File: config.mk
export PLATFORM = sky130hd
export DESIGN_NAME = mem_arbiter
export DESIGN_NICKNAME = d
export VERILOG_FILES = /design/src/rtl/mem_arbiter.sv
export SDC_FILE = /design/constraint.sdc
export NUM_CORES = 1
export LEC_CHECK = 0
export BUFFER_PORTS_ARGS = -buffer_cell sky130_fd_sc_hd__buf_2
export CAP_MARGIN = 20
export CORE_MARGIN = 2
export CORE_UTILIZATION = 25
export CTS_CLUSTER_DIAMETER = 60
export DETAILED_ROUTE_END_ITERATION = 12
export HOLD_SLACK_MARGIN = 0.05
export PLACE_DENSITY = 0.51
export SYNTH_ARGS = -nofsm -noshare
export SYNTH_HDL_FRONTEND = slang
export SYNTH_SLANG_ARGS = --single-unit
File: constraint.sdc
create_clock -name clk -period 4.3 [get_ports clk]
set_input_delay 0.215 -clock clk [delete_from_list [all_inputs] [get_ports clk]]
set_output_delay 0.215 -clock clk [all_outputs]
set_load 0.02 [all_outputs]
File: src/rtl/mem_arbiter.sv
// mem_arbiter: shares a byte-wide registered-read RAM port between instruction fetch and
// the load/store buffer, serializing one granted transaction at a time into byte accesses.
module mem_arbiter #(
  parameter int AddrWidth = 32,
  parameter int DataWidth = 32
) (
  input  logic                 clk,
  input  logic                 rst,
  input  logic                 if_req,
  input  logic [AddrWidth-1:0] if_addr,
  input  logic                 ls_req,
  input  logic                 ls_is_store,
  input  logic [1:0]           ls_size,
  input  logic [AddrWidth-1:0] ls_addr,
  input  logic [DataWidth-1:0] ls_wdata,
  input  logic                 flush,
  input  logic [7:0]           ram_din,
  output logic [AddrWidth-1:0] ram_addr,
  output logic [7:0]           ram_dout,
  output logic                 ram_wr,
  output logic                 if_done,
  output logic [DataWidth-1:0] if_rdata,
  output logic                 ls_done,
  output logic [DataWidth-1:0] ls_rdata,
  output logic                 busy
);
  typedef enum logic [1:0] {IDLE, READ, WRITE, DONE} state_t;
  state_t state;
  logic last_ls, cur_ls, if_ok, ls_ok, pick_ls;
  logic [2:0] cnt, num, ls_num, bidx;
  logic [AddrWidth-1:0] base;
  logic [DataWidth-1:0] wbuf, rbuf, merged;
  // a flush blocks speculative reads from being granted, but never a committed store
  always_comb begin
    if_ok = if_req & ~flush;
    ls_ok = ls_req & (~flush | ls_is_store);
    pick_ls = ls_ok & (~if_ok | ~last_ls);
    ls_num = ls_size == 2'b00 ? 3'd1 : ls_size == 2'b01 ? 3'd2 : 3'd4;
    bidx = cnt - 3'd2;
    merged = rbuf;
    merged[{bidx[1:0], 3'b000} +: 8] = ram_din;
  end
  assign busy = state != IDLE;
  always_ff @(posedge clk) begin
    if (!rst) begin
      state <= IDLE;
      last_ls <= 1'b0;
      cur_ls <= 1'b0;
      cnt <= '0;
      num <= '0;
      base <= '0;
      wbuf <= '0;
      rbuf <= '0;
      ram_addr <= '0;
      ram_dout <= '0;
      ram_wr <= 1'b0;
      if_done <= 1'b0;
      if_rdata <= '0;
      ls_done <= 1'b0;
      ls_rdata <= '0;
    end else begin
      case (state)
        IDLE: if (if_ok | ls_ok) begin
          last_ls <= pick_ls;
          cur_ls <= pick_ls;
          cnt <= 3'd1;
          rbuf <= '0;
          base <= pick_ls ? ls_addr : if_addr;
          ram_addr <= pick_ls ? ls_addr : if_addr;
          num <= pick_ls ? ls_num : 3'd4;
          if (pick_ls && ls_is_store) begin
            state <= WRITE;
            ram_wr <= 1'b1;
            ram_dout <= ls_wdata[7:0];
            wbuf <= ls_wdata >> 8;
          end else begin
            state <= READ;
          end
        end
        // cnt is the edge index since grant; byte k returns two edges after its address
        READ: if (flush) begin
          state <= IDLE;
          cnt <= '0;
          ram_wr <= 1'b0;
        end else begin
          if (cnt < num) ram_addr <= base + AddrWidth'(cnt);
          if (cnt >= 3'd2) rbuf <= merged;
          if (cnt == num + 3'd1) begin
            state <= DONE;
            cnt <= '0;
            if (cur_ls) begin
              ls_done <= 1'b1;
              ls_rdata <= merged;
            end else begin
              if_done <= 1'b1;
              if_rdata <= merged;
            end
          end else begin
            cnt <= cnt + 3'd1;
          end
        end
        WRITE: if (cnt == num) begin
          state <= DONE;
          cnt <= '0;
          ram_wr <= 1'b0;
          ls_done <= 1'b1;
        end else begin
          ram_addr <= base + AddrWidth'(cnt);
          ram_dout <= wbuf[7:0];
          wbuf <= wbuf >> 8;
          cnt <= cnt + 3'd1;
        end
        default: begin
          state <= IDLE;
          if_done <= 1'b0;
          ls_done <= 1'b0;
        end
      endcase
    end
  end
endmodule

# After elaboration in Yosys (flattened, before gate mapping)
# Index checks and enable logic that the tools add are counted.
dict set report word_totals {
  inputBits 112
  register_bits 212
}
dict set report classes {
  reduce_logical 19
  n_lt_le_gt_ge 2
  shift 2
  addsub 5
  bitwise_logic 11
  muxes 47
  n_eq_ne 17
}
# op count
set op_table {}
lappend op_table {{two-way mux 32 bit} 11}
lappend op_table {{one-hot mux 32 bit (2 select lines)} 2}
lappend op_table {{one-hot mux 32 bit (3 select lines)} 1}
lappend op_table {{adder 32 x 3 -> 32 bit} 1}
lappend op_table {{bitwise mux 32 bit} 1}
lappend op_table {{variable shift 8 x 7 -> 32 bit (first input constant)} 1}
lappend op_table {{indexed part select 8 x 7 -> 32 bit} 1}
lappend op_table {{two-way mux 8 bit} 3}
lappend op_table {{inequality test 2 bit (second input constant)} 11}
lappend op_table {{two-way mux 3 bit} 7}
lappend op_table {{AND reduction 4 bit} 5}
lappend op_table {{one-hot mux 8 bit (2 select lines)} 1}
lappend op_table {{AND reduction 5 bit} 3}
lappend op_table {{two-way mux 1 bit} 11}
lappend op_table {{two-way mux 2 bit} 5}
lappend op_table {{one-hot mux 3 bit (3 select lines)} 1}
lappend op_table {{negator 5 -> 7 bit} 1}
lappend op_table {{adder 3 x 1 -> 3 bit (second input constant)} 2}
lappend op_table {{== test 3 bit} 2}
lappend op_table {{one-hot mux 1 bit (3 select lines)} 2}
lappend op_table {{one-hot mux 2 bit (3 select lines)} 1}
lappend op_table {{nonzero test 2 bit} 3}
lappend op_table {{NOT 1 bit} 5}
lappend op_table {{== test 2 x 1 -> 1 bit (second input constant)} 2}
lappend op_table {{14 further kinds} 20}

# Longest topological paths before layout
# Gate-level depths: netlist of run 1.
dict set report depth {
  depth_word 9
  ltp_mapped 11
}

# Least setup slack after synthesis of run 1
# No wires, ideal clock.
dict set report synth_path {
  path_kind {reg-to-reg}
  startpoint {register cnt[0]}
  endpoint {register ram_addr[21]}
  n_path_buf 0
  t_required_ns 4.204
  arrival_time_ns 2.035
  stages_incl_launch_ff 8
  setup_ns 0.096
  setup_slack_ns 2.170
  cell_sequence {dfxtp_1 -> inv_1 -> ha_1 -> nand4_1 -> nand2_1 -> nor3_4 -> nand2_2 -> o41ai_2}
}
dict set report synth_via {
  elab_chain_cells 4
  elab_cells_between_ends 10
  cone_classes {1 x add/sub; 1 x order compare; 3 x eq/ne; 4 x mux; 1 x reduce/logical}
}
# element line_no
set synth_lines {}
lappend synth_lines {{from (decl)} 30} ;# logic [2:0] cnt, num, ls_num, bidx;
lappend synth_lines {{from (signal assigned)} 99} ;# cnt <= cnt + 3'd1;
lappend synth_lines {{from (signal assigned)} 111} ;# cnt <= cnt + 3'd1;
lappend synth_lines {{adder 32 x 3 -> 32 bit} {86, 108}}
lappend synth_lines {{two-way mux 32 bit} 86} ;# if (cnt < num) ram_addr <= base + AddrWidth'(cnt);
lappend synth_lines {{two-way mux 32 bit} 81} ;# READ: if (flush) begin
lappend synth_lines {{one-hot mux 32 bit (3 select lines)} 62} ;# case (state)
lappend synth_lines {{to (signal assigned)} 69} ;# ram_addr <= pick_ls ? ls_addr : if_addr;
lappend synth_lines {{to (signal assigned)} 86}
lappend synth_lines {{to (signal assigned)} 108} ;# ram_addr <= base + AddrWidth'(cnt);
lappend synth_lines {{to (decl)} 18} ;# output logic [AddrWidth-1:0] ram_addr,
# Parallel ways exist; a longest one is shown, timed or not. The select of a mux whose other input is x is not followed.
# A chain may end at the register's enable or synchronous reset.

# Worst setup path after layout of run 1
dict set report layout_path {
  startpoint {register state[0]}
  endpoint {register ram_addr[13]}
}
dict set report layout_via {
  elab_chain_cells 3
  elab_cells_between_ends 10
  cone_classes {6 x eq/ne; 1 x mux; 3 x reduce/logical}
}
# element line_no
set layout_lines {}
lappend layout_lines {{from (decl)} 28} ;# state_t state;
lappend layout_lines {{from (signal assigned)} 46} ;# state <= IDLE;
lappend layout_lines {{from (signal assigned)} 72} ;# state <= WRITE;
lappend layout_lines {{from (signal assigned)} 77} ;# state <= READ;
lappend layout_lines {{== test 2 bit (tied with other cells)} 62}
lappend layout_lines {{inequality test 2 bit (no source line) / nonzero test 3 bit (equally long branches)} -}
lappend layout_lines {{AND reduction 5 bit (no source line)} -}
# Parallel ways exist; a longest one is shown, timed or not.

==> results of run 1 <==
==> critical path: stages, from the launching register on <==
cell and delay, ns:
dfxtp_1 0.34, inv_1 0.09, ha_2 0.82, nand4_1 0.33, and2_1 0.27, nand3_1 0.08, buf_4 0.45, nor3_1 0.10
o31a_1 0.29
==> power by group <==
| part | internal, uW | total [uW] | switching, uW |
|---|---|---|---|
| clock network | 1400 | 2310 | 914 |
| registers | 2290 | 2590 | 306 |
| logic | 997 | 2900 | 1900 |
==> registers in the layout (all words and copies together) (netlist names), 2 cells and up <==
| signal | flops |
|---|---|
| base | 32 |
| rbuf | 32 |
| ls_rdata | 32 |
| ram_dout | 8 |
| if_rdata | 32 |
| num | 3 |
| state | 2 |
| ram_addr | 32 |
| cnt | 3 |
| wbuf | 24 |
==> per-layer routing <==
layer  share of wire  GRT usage  wire length [um]
met5         0.00067          0                21
met4           0.018     0.0365               576
met3           0.063     0.0281              1970
met2            0.45      0.232             14100
met1            0.47      0.210             14800
==> area by class of cell <==
class	count	area, sq um
sequential	204	4080
inverter	15	61.3
timing repair buffer	269	1560
fill	4128	26300
tap	518	648
clock buffer	37	816
multi-input combinational	822	5330
antenna	1	2.50
clock inverter	14	121
==> worst max path at each step <==
stage / from / endpoint / slack [ns]
3_3_place_gp: state[0] / ram_addr[12] / 1.47
5_1_grt: cnt[0] / if_rdata[0] / 1.15
3_5_place_dp: state[0] / ram_addr[13] / 1.38
2_1_floorplan: cnt[0] / ram_addr[21] / 2.17
4_1_cts: state[0] / ram_addr[13] / 1.36
6_report: state[0] / ram_addr[13] / 1.40
==> logic make-up (layout without fill, tap and decap cells) <==
logic type,count (synthesis),in the layout,synth area share
other,0,1,0
AOI/OAI and AO/OA,299,299,0.214
adders and majority gates,18,18,0.0235
muxes,60,60,0.0617
buffers and inverters,101,335,0.0524
xor gates and xnor gates,14,14,0.0139
DFF,204,204,0.412
and+or+nand+nor,431,431,0.222
==> layout by cell type (no fill, tap or decap), drive strengths merged, types with 4 or more instances in the layout <==
cell         count
or4              5
or3             10
nor2b           36
buf            233
dfxtp          204
nand2b           5
nand3b          33
xor2             8
a22oi            9
nor4            10
xnor2            5
o211ai          10
mux2             9
a211o            7
o31ai           13
o31a             6
nor3            27
clkinv           8
ha              17
o21ai           10
mux2i           51
nor2           159
nand2           75
a311oi           4
dlygate4sd3     36
clkbuf          37
o211a            4
nor3b            4
nand3           26
a31oi            8
and3             6
a21oi           86
nand4           18
a211oi         113
a21o             4
and2             9
inv             18
o22ai            6
==> stage by stage <==
stage / utilization / area, sq um / power (uW) / setup slack [ns] / hold WS (ns)
finish: 0.324 / 12600 / 7810 / 1.40 / 0.0707
global route: 0.324 / 12600 / 8290 / 1.15 / 0.0868
CTS: 0.324 / 12600 / 7890 / 1.36 / 0.0566
detailed placement: 0.291 / 11300 / 5500 / 1.38 / 0.439
floorplan: - / 9910 / 4620 / 2.17 / 0.363
global placement: 0.291 / 11300 / 5470 / 1.47 / 0.433
==> impl_metrics.ini, run 1 <==
[detailed_routing]
wl_per_cell_um = 16.7
drc = 0
num_vias = 9099
wirelength_mm = 31.4
via_per_inst = 4.84
drtAntennaViolNets = 0
first_pass_iters = 5
drt-initial-drc-count = 583

[min_path]
hp-class = in -> reg
worstHoldStart = ls_wdata[17]
whs_path_depth = 3
hold_end = wbuf[9]

[timing]
relSlewSlack = 0.290
setup_viol_count_final = 0
final_hold_viol_count = 0
worst_slew_pin_slew_ns = 1.06
skew_ns = 0.0175
drv_slew = 0
rsz0062_at_grt = false
tns_ns = 0
max_freq_mhz = 345
min_period_ns = 2.90
finalCritPeriodShare = 0.674

[worst_setup_path]
r2r-start = state[0]
endpoint_kind = register
crit_path_start_kind = register
crit_type = reg -> reg
worstPathMaxFanout = 48
ff2ff_setup_slack_ns = 1.40
required_ns = 4.73
ff2ff_path_depth = 8
arrival_ns = 3.33
worstReg2RegEnd = ram_addr[13]

[clock_network]
cts_tree = built
clkTransAtPathRegs_ns = 0.06
cts_setup_buffers = 0
clkLatencyLatePin_ns = 0.54
cts.sinks = 204
ctsLongestPathBuffers = 3
cts_buffers = 28
hold_buffers = 36
ctsResizeCount = 0
clockRootBuffer = clkbuf_16
cts_htree_levels = 1

[outcome]
status = finished clean

[logic_synthesis]
yosysTopAreaCell = dfxtp_1
yosysWarningCount = 0
ys.flop_type = dfxtp_1
postSynthAreaPerCell_sq_um = 8.80
synthArstFlopShare = 0
synth_area_leaders = dfxtp_1, a211oi_1, nor2_1, mux2i_1, a21oi_1
synth_cell_types = 74
synth_top_cell_area_share = 0.412
syn_nets = 1257
netlist_area_sq_um = 9910
synth-edff-count = 0
synth_seq_cells = 204
ys_seq_area_frac = 0.412
syn_inst = 1127
synth.most_common_cell = dfxtp_1
synth_commonest_cells = dfxtp_1, nor2_1, a211oi_1

[cells_and_area]
layout-drive-gt1-share = 0.237
area_growth_pct = 27.4
fin_cells = 1880
nets = 1470

[floorplanning]
dieWidth_um = 203
rows = 72
ioPinCount = 220
start_util = 0.255
core_sq_um = 38900
die_area_sq_um = 41300
die_y_um = 203

[place]
io_buffer_count = 219
hpwl_mm = 21.6
dp_cells = 1792
place.gp.congestion = 0.766

[flow_run]
maxCapViolations = 0

[pwr]
p_leak_uw = 0.00494
vdd_ir_drop_max_mv = 0.300
powerDensity_nw_per_um2 = 618

[grt]
grt_pass1_vias = 8435
grt_pass1_wl_mm = 49.6
grt_usage = 0.149
gr-total-overflow = 0
antenna_found_initial = 3
grt_max_degree = 114
No activity file was read; power rests on OpenSTA's default activity.
==> run 2, diff against run 1 <==
- ABC_AREA: not set -> 1
- clock period: 4.3 -> 2.7 ns (I/O delays scaled with it)
==> run 2 against run 1 <==
Against the previous run: cell count up 25%; largest power group unchanged; routed wire length increased by 17%; critical path type unchanged; combinational power grew 56%; register-to-register slack worse by 1.2 ns; die area is 1.8% higher; clock power increased by 60%; largest cell class unchanged.
==> impl_metrics.ini, run 2 <==
[place]
hpwl_mm = 24.7
io_buffer_count = 219
placed_area_sq_um = 11700
place.gp.congestion = 0.884

[timing]
min_period_ns = 2.48
setup_viol_count_final = 0
rsz0062_at_grt = false
worst_slew_pin_slew_ns = 1.08
max_freq_mhz = 404
skew_ns = 0.0279
tns_ns = 0
finalCritPeriodShare = 0.918
final_hold_viol_count = 0
drv_slew = 0
relSlewSlack = 0.280

[floorplanning]
core_sq_um = 39800
ioPinCount = 220
dieWidth_um = 205
die_y_um = 205
start_util = 0.254
die_area_sq_um = 42000
rows = 73

[clock_network]
cts_tree = built
cts_buffers = 28
cts_htree_levels = 1
clkTransAtPathRegs_ns = 0.06
clockRootBuffer = clkbuf_16
ctsLongestPathBuffers = 3
clkLatencyLatePin_ns = 0.57
cts.sinks = 204

[worst_setup_path]
crit_type = reg -> reg
required_ns = 3.21
crit_path_start_kind = register
worstPathMaxFanout = 23
endpoint_kind = register
arrival_ns = 2.99

[min_path]
hp-class = in -> reg

[pwr]
pwr-share-seq = 0.322
p_total_uw = 12100
p_comb_frac = 0.372
p_clk_frac = 0.306
power.switching_uw = 4880
powerDensity_nw_per_um2 = 879
p_int_uw = 7220
switching_share = 0.403
p_leak_uw = 0.00596
vdd_ir_drop_max_mv = 0.759

[cells_and_area]
regArea_sq_um = 4090
utilization = 0.346
final_cell_mix = nand2_1, nor2_1, buf_2
nets = 1932
area_growth_pct = 36.5
fillers = 4284
antenna_cells = 0
final_area_sq_um = 13800
multi_input_area_sq_um = 5230
mostFrequentLayoutCell = nand2_1
layout-drive-gt1-share = 0.168

[grt]
grt_usage = 0.171
grt_max_degree = 98
antenna_found_initial = 0
grt_pass1_vias = 10670
grt_pass1_wl_mm = 57.6
gr-total-overflow = 0

[logic_synthesis]
synth_seq_cells = 204
postSynthAreaPerCell_sq_um = 6.71
synthArstFlopShare = 0
synth_commonest_cells = nand2_1, nor2_1, dfxtp_1
ys.flop_type = dfxtp_1
syn_nets = 1635
syn_inst = 1505
yosysWarningCount = 0
synth_cell_types = 37
ys_seq_area_frac = 0.404
synth-edff-count = 0
synth.most_common_cell = nand2_1
yosysTopAreaCell = dfxtp_1
synth_area_leaders = dfxtp_1, nand2_1, nor2_1, a21oi_1, nand3_1
synth_top_cell_area_share = 0.404
netlist_area_sq_um = 10100

[detailed_routing]
wirelength_mm = 36.9
num_vias = 10888
wl_per_cell_um = 15.7
drc = 0
first_pass_iters = 5
via_per_inst = 4.64
drt-initial-drc-count = 839
drtAntennaViolNets = 0

[outcome]
status = finished clean

[flow_run]
maxCapViolations = 0
==> run 2: changes by cell type after synthesis, moves of 27 or more <==
| cell | delta |
|---|---|
| nand2_1 | +308 |
| a21oi_1 | +56 |
| o21ai_0 | +75 |
| nor2_1 | +60 |
| nor2b_1 | -36 |
| nand3_1 | +117 |
| a211oi_1 | -96 |
| mux2i_1 | -27 |
| inv_1 | +82 |
==> run 2: metal layers <==
| layer | part of all wire | track usage | vias to the layer above |
|---|---|---|---|
| li1 | - | - | 5529 |
| met1 | 0.46 | 0.229 | 5012 |
| met2 | 0.45 | 0.276 | 293 |
| met3 | 0.062 | 0.0371 | 54 |
| met4 | 0.026 | 0.0496 | 0 |
| met5 | 0 | 0 | - |
==> run 2: layout make-up <==
type | count | area share
Multi-Input combinational cell | 1105 | 0.380
Sequential cell | 204 | 0.296
Timing Repair Buffer | 358 | 0.179
Clock buffer | 38 | 0.0572
Tap cell | 525 | 0.0477
Inverter | 105 | 0.0289
Clock inverter | 14 | 0.0112
==> run 2: metrics by stage <==
step                      setup WS (ns)  hold slack [ns]  std cells
final                             0.222           0.0648       2349
after global routing             0.0204           0.0854       2349
after CTS                        0.0715           0.0562       2349
after detailed placement          0.418            0.406       2181
after global placement            0.486            0.403       2181
after floorplan                   0.464            0.278       1505
==> run 2: final timing paths <==
kind	cells past startpoint	end	from	slack, ns
max	11	ram_addr[2]	cnt[0]	0.22
max reg2reg	11	ram_addr[2]	cnt[0]	0.22
min reg2reg	2	ram_wr	ram_wr	0.44
min	5	if_rdata[17]	ram_din[1]	0.06
==> run 2: kinds of logic after synthesis <==
kind of cell / after synthesis / share of synthesized area
buffers and inverters: 196 / 0.0792
multiplexers: 24 / 0.0238
XOR/XNOR: 8 / 0.00694
AND/OR/NAND/NOR: 759 / 0.306
adder cells (fa/ha/maj): 18 / 0.0230
AO/OA/AOI/OAI: 296 / 0.157
flip-flops: 204 / 0.404
==> run 2: worst max-delay path, stage by stage, from the launching register on <==
cell	delay, ns
dfxtp_1	0.42
inv_2	0.10
ha_1	0.30
nand3_1	0.14
nor2_1	0.07
nor2_1	0.13
nand3_1	0.11
nor2_2	0.14
buf_8	0.20
nand3_1	0.11
a21oi_1	0.14
dlygate4sd3_1	0.57
==> run 2: timing repair <==
action / in CTS / in global routing
buffers inserted: 0 / 0
setup endpoints to repair: 0 / 3
hold buffers: 116 / 0
resized for setup: 0 / 5
hold endpoints to repair: 100 / 0
==> run 2: power by group through the flow <==
stage	sequential (uW)	clock, uW	combinational [uW]
3_3_place_gp	3960	0	4260
3_5_place_dp	3960	0	4270
6_report	3900	3700	4510
4_1_cts	3900	3800	4520
2_1_floorplan	4110	0	2740
5_1_grt	3970	3910	5040
